--- config.mk ---
export PLATFORM = sky130hd
export DESIGN_NAME = life_engine
export DESIGN_NICKNAME = d
export VERILOG_FILES = /design/src/rtl/life_pkg.sv /design/src/rtl/life_next_gen.sv /design/src/rtl/life_engine.sv
export SDC_FILE = /design/constraint.sdc
export NUM_CORES = 1
export LEC_CHECK = 0
export CAP_MARGIN = 5
export CORE_ASPECT_RATIO = 1.75
export CORE_UTILIZATION = 45
export CTS_CLUSTER_SIZE = 14
export DETAILED_ROUTE_END_ITERATION = 16
export GPL_TIMING_DRIVEN = 0
export PLACE_DENSITY = 0.74
export SYNTH_ARGS = -nofsm -noshare
export SYNTH_HDL_FRONTEND = slang
export SYNTH_SLANG_ARGS = --single-unit
--- constraint.sdc ---
create_clock -name clk -period 4.45 [get_ports clk]
set_clock_uncertainty 0.15 [all_clocks]
set_input_delay 0.445 -clock clk [delete_from_list [all_inputs] [get_ports clk]]
set_output_delay 0.445 -clock clk [all_outputs]
set_load 0.05 [all_outputs]
--- src/rtl/life_pkg.sv ---
// Shared constants, state encoding and cell indexing for the life engine.
package life_pkg;

    localparam int unsigned GRID_N    = 8;
    localparam int unsigned GRID_BITS = GRID_N * GRID_N;
    localparam int unsigned IDX_W     = $clog2(GRID_BITS);

    typedef enum logic [1:0] {
        IDLE = 2'd0,
        RUN  = 2'd1,
        HOLD = 2'd2,
        DONE = 2'd3
    } life_state_t;

    // Row-major bit index: row 0 occupies bits 7:0.
    function automatic logic [IDX_W-1:0] cell_idx(input int unsigned r, input int unsigned c);
        return IDX_W'(r * GRID_N + c);
    endfunction

endpackage

--- src/rtl/life_next_gen.sv ---
// Combinational B3/S23 generation step over the 8x8 grid.
module life_next_gen
    import life_pkg::*;
#(
    parameter bit WRAP = 1'b0
) (
    input  logic [GRID_BITS-1:0] grid,
    output logic [GRID_BITS-1:0] next
);

    // Coordinates arrive biased by GRID_N so that an offset of -1 stays unsigned.
    function automatic logic cell_at(input logic [GRID_BITS-1:0] g,
                                     input int unsigned r, input int unsigned c);
        logic v;
        v = 1'b0;
        if (WRAP) begin
            v = g[cell_idx(r % GRID_N, c % GRID_N)];
        end else if (r >= GRID_N && r < 2 * GRID_N && c >= GRID_N && c < 2 * GRID_N) begin
            v = g[cell_idx(r - GRID_N, c - GRID_N)];
        end
        return v;
    endfunction

    // Count the eight neighbours of every cell and apply the survival/birth rule.
    always_comb begin
        logic [3:0] cnt;
        cnt  = '0;
        next = '0;
        for (int unsigned r = 0; r < GRID_N; r++) begin
            for (int unsigned c = 0; c < GRID_N; c++) begin
                cnt = '0;
                for (int unsigned dr = 0; dr < 3; dr++) begin
                    for (int unsigned dc = 0; dc < 3; dc++) begin
                        if (!(dr == 1 && dc == 1)) begin
                            cnt = cnt + {3'b000, cell_at(grid, r + dr + GRID_N - 1,
                                                               c + dc + GRID_N - 1)};
                        end
                    end
                end
                if (grid[cell_idx(r, c)]) begin
                    next[cell_idx(r, c)] = (cnt == 4'd2) || (cnt == 4'd3);
                end else begin
                    next[cell_idx(r, c)] = (cnt == 4'd3);
                end
            end
        end
    end

endmodule

--- src/rtl/life_engine.sv ---
// Life engine: grid register, run/step control, generation counter and status.
module life_engine
    import life_pkg::*;
#(
    parameter int unsigned TICK_DIV = 12_500_000,
    parameter bit          WRAP     = 1'b0,
    parameter int unsigned GEN_W    = 16
) (
    input  logic                 clk,
    input  logic                 reset,
    input  logic                 load,
    input  logic                 run,
    input  logic                 step,
    input  logic [GRID_BITS-1:0] seed_in,
    output logic [GRID_BITS-1:0] grid,
    output logic [GEN_W-1:0]     gen_count,
    output logic                 stable,
    output logic                 extinct
);

    localparam int unsigned     PRE_W    = $clog2(TICK_DIV);
    localparam logic [PRE_W-1:0] PRE_LAST = PRE_W'(TICK_DIV - 1);

    life_state_t          state, state_nx;
    logic [PRE_W-1:0]     prescaler;
    logic [GRID_BITS-1:0] next;
    logic                 advance, pre_clr, pre_inc, settled;

    life_next_gen #(.WRAP(WRAP)) u_next_gen (
        .grid (grid),
        .next (next)
    );

    // An advance that reaches a fixed point or an empty grid ends the run.
    assign settled = (next == grid) || (next == '0);
    assign extinct = (grid == '0);

    // Next-state and advance decode; load overrides everything below reset.
    always_comb begin
        state_nx = state;
        advance  = 1'b0;
        pre_clr  = 1'b0;
        pre_inc  = 1'b0;
        case (state)
            IDLE, HOLD: begin
                advance = step;
                if (run) begin
                    state_nx = RUN;
                    pre_clr  = 1'b1;
                end
            end
            RUN: begin
                if (!run) begin
                    state_nx = HOLD;
                end else if (prescaler == PRE_LAST) begin
                    advance = 1'b1;
                    pre_clr = 1'b1;
                end else begin
                    pre_inc = 1'b1;
                end
            end
            default: ;
        endcase
        if (advance && settled) begin
            state_nx = DONE;
        end
        if (load) begin
            state_nx = run ? RUN : IDLE;
            advance  = 1'b0;
            pre_clr  = 1'b1;
            pre_inc  = 1'b0;
        end
    end

    // State register.
    always_ff @(posedge clk or posedge reset) begin
        if (reset) begin
            state <= IDLE;
        end else begin
            state <= state_nx;
        end
    end

    // Tick prescaler.
    always_ff @(posedge clk or posedge reset) begin
        if (reset) begin
            prescaler <= '0;
        end else if (pre_clr) begin
            prescaler <= '0;
        end else if (pre_inc) begin
            prescaler <= prescaler + 1'b1;
        end
    end

    // Grid, saturating generation counter and stable flag.
    always_ff @(posedge clk or posedge reset) begin
        if (reset) begin
            grid      <= '0;
            gen_count <= '0;
            stable    <= 1'b0;
        end else if (load) begin
            grid      <= seed_in;
            gen_count <= '0;
            stable    <= 1'b0;
        end else if (advance) begin
            grid <= next;
            if (gen_count != '1) begin
                gen_count <= gen_count + 1'b1;
            end
            if (settled) begin
                stable <= 1'b1;
            end
        end
    end

endmodule

==> flow_summary.json <==
{
  "status": "finished with violations",
  "violations": "DRC, setup timing",
  "viasPerCell": 6.02,
  "io_buffers": 149,
  "final-max-slew-violation-count": 0,
  "dieHeight_um": 254,
  "antenna_found_initial": 0,
  "rows": 91,
  "synth_top_family_by_area": "adder cells",
  "final-setup-viol-count": 3,
  "fin_crit_ns": 4.92,
  "synthToLayoutAreaGrowth_pct": 25.0,
  "synth_warnings": 0,
  "clk_pin_slew_ns": 0.09,
  "syn-cell-area_um2": 16300,
  "end_kind": "flop",
  "syn_nets": 2326,
  "ios": 151,
  "worstPathArrival_ns": 5.08,
  "hold_ws_ns": 0.334,
  "cts.sinks": 107,
  "synthXorXnorAreaFrac_pct": 1.72,
  "synth_edf_count": 0,
  "die_area_um2": 37000,
  "rrSetupSlack_ns": -0.47,
  "timing.rr.end": "state[0]",
  "crit_type": "flop to flop",
  "via_count": 15900,
  "cts_tree": "done",
  "ys.flop_type": "dfrtp_1",
  "synth_cell_types": 65,
  "drt_pre_antenna_iters": 13,
  "gp_congestion": 1.01,
  "drt_iter0_drc": 1144,
  "synth-seq-cells": 107,
  "worstPathMaxFanout": 11,
  "r2r-start": "grid[50]",
  "h-tree-depth": 3,
  "drc": 1,
  "fp.dieW_um": 146,
  "cts_buffer_depth": 2,
  "antenna_cells": 0,
  "grt_pass1_wl_um": 104000,
  "hold_viol": 0,
  "initial_utilization_pct": 46.0,
  "clkLatencyLatePin_ns": 0.41,
  "cts-root-buf": "clkbuf_16",
  "grt_pass1_vias": 16100,
  "synth_compound_area_share_pct": 13.7,
  "finalCritPeriodShare_pct": 111,
  "numCtsBuffers": 9,
  "crit_buf_inv": 3,
  "hpwl_um": 55700,
  "worst_path_largest_cell_delay_ns": 0.60,
  "synthSimpleGateAreaFrac_pct": 19.7,
  "grt_max_degree": 57,
  "min_path_type": "input port to async pin",
  "tightestPinTransition_ns": 1.37,
  "critPathRequiredTime_ns": 4.61,
  "rsz0062_at_grt": "true",
  "ys_seq_area_share_pct": 16.5,
  "maxSlewHeadroom_pct": 7.27,
  "grt_use_total_pct": 39.7,
  "setup_slack_ns": -0.471,
  "synthCells": 1870,
  "core_um2": 35400,
  "fill_cells": 3215,
  "crit_path_start_kind": "flop",
  "antenna_left": 0,
  "wl_per_cell_um": 27.4,
  "synthMuxAreaShare_pct": 0.438,
  "maxCapViolCount": 0,
  "syn_avg_cell_area_um2": 8.70,
  "nets": 2634,
  "fmax_ghz": 0.203,
  "drive_above_1_share_pct": 14.7,
  "cpMostUsedCell": "fa_1",
  "reg2reg_depth": 14,
  "cp_cell_sequence": "clkinvlp_4 -> fa_1 -> fa_1 -> inv_1 -> fa_1 -> inv_1 -> fa_1 -> nor3b_1 -> a221oi_2 -> nand3_2 -> nor4_4 -> nand4_1 -> or4_4 -> a32oi_1",
  "synthAdderAreaFrac_pct": 38.8,
  "wl_um": 72500,
  "async_flop_share_pct": 100,
  "grt_overflow": 0,
  "cp_slowest_cell": "dfrtp_4",
  "critPathTopFamily": "adder cells"
}
==> layout make-up <==
class                      instances  area (um^2)  share of cell area, %
timing repair buffer             297         2670                   13.1
tap                              465          582                   2.86
multi-input combinational       1364        12400                   60.9
inverter                         363         1500                   7.37
clock inverter                     7         70.1                  0.345
clock buffer                       9          225                   1.11
buffer                            36          138                  0.677
sequential                       107         2770                   13.6
==> timing repair <==
action / 4_1_cts / 5_1_grt
gates resized for setup: 90 / 35
hold endpoints to repair: 0 / 0
buffers inserted: 114 / 33
setup endpoints to repair: 5 / 4
pin swaps: 12 / 9
gates cloned: 0 / 0
hold buffers: 0 / 0
==> cell families after synthesis <==
logic type | Yosys count
simple gates | 597
buf+inv | 399
compound gates | 341
xor+xnor | 32
flops | 107
mux | 7
fa+ha+maj | 387
==> sequential cells by signal, indices dropped and copies added (netlist names) <==
register / cells
gen_count: 16
state: 2
stable: 1
grid: 64
prescaler: 24
==> worst max path at each step <==
stage              from  endpoint  depth (start not counted)
4_1_cts        grid[12]  state[0]                         16
3_5_place_dp   grid[46]  state[0]                         14
2_1_floorplan  grid[21]  state[0]                         16
6_report       grid[50]  state[0]                         14
5_1_grt        grid[12]  state[0]                         16
3_3_place_gp   grid[46]  state[0]                         14
==> cell usage after synthesis (all sizes together), types with 5 or more instances <==
cell     count  area share (%)
inv        363             8.4
fa         196              24
ha         191              15
nor2       166             3.8
a21oi      115             3.5
dfrtp      107              16
nand2      104             2.4
nor3b       60             2.8
nor2b       49             1.9
nand3       45             1.4
o21ai       38             1.2
clkbuf      31            0.72
nand2b      29             1.1
nand4       29             1.1
a21o        26             1.2
o31ai       26             1.2
nor3        23            0.71
nor4        23            0.98
a211oi      22             1.0
a22oi       18            0.83
nor4bb      18             1.1
a31oi       17            0.65
xnor2       17            0.92
xor2        15            0.81
o21bai      10            0.46
o32ai       10            0.54
a221oi       9            0.48
and3         8            0.31
o21a         8            0.37
or4          8            0.39
o22ai        7            0.27
mux2i        6            0.37
o2111ai      6            0.32
or2          6            0.23
a2111oi      5            0.27
buf          5            0.13
nand4b       5            0.27
nor4b        5            0.27
==> per-layer routing <==
metal | vias to the layer above | GRT usage (%) | wire length, um
li1 | 6904 | - | -
met1 | 7902 | 40.7 | 24200
met2 | 790 | 67.2 | 34800
met3 | 349 | 6.91 | 4820
met4 | 0 | 40.5 | 8690
met5 | - | 0 | 0
==> cells in the final DEF (no fill, tap or decap), types with 23 or more instances in the layout <==
cell	netlist	final
nand2_1	104	104
ha_1	191	190
a21oi_1	115	110
dfrtp_2	0	39
nor3_1	23	23
nor2b_1	49	48
inv_1	363	320
nor3b_1	60	48
nand4_1	29	29
clkdlybuf4s50_1	0	149
nand3_1	45	44
nand2b_1	29	29
clkinvlp_4	0	36
clkbuf_1	31	31
nor2_1	166	166
o31ai_1	26	26
a21o_1	26	26
dfrtp_1	107	56
fa_1	196	185
o21ai_0	38	37
buf_4	0	143
==> per-stage QoR <==
step	instance area, um^2	setup slack [ns]	util [%]	std cells	TNS (ns)
5_1_grt	20300	-0.555	57.4	2648	-1.60
3_3_place_gp	18400	-1.56	52.0	2484	-124.59
3_5_place_dp	18400	-1.52	52.1	2485	-4.52
4_1_cts	20000	-0.459	56.4	2615	-1.28
2_1_floorplan	16300	-0.317	-	1870	-0.856
6_report	20300	-0.471	57.4	2648	-1.33
Power is left out: the tool's default activity adds up to more than one toggle a clock period on the data nets, which glitch-free logic cannot reach.
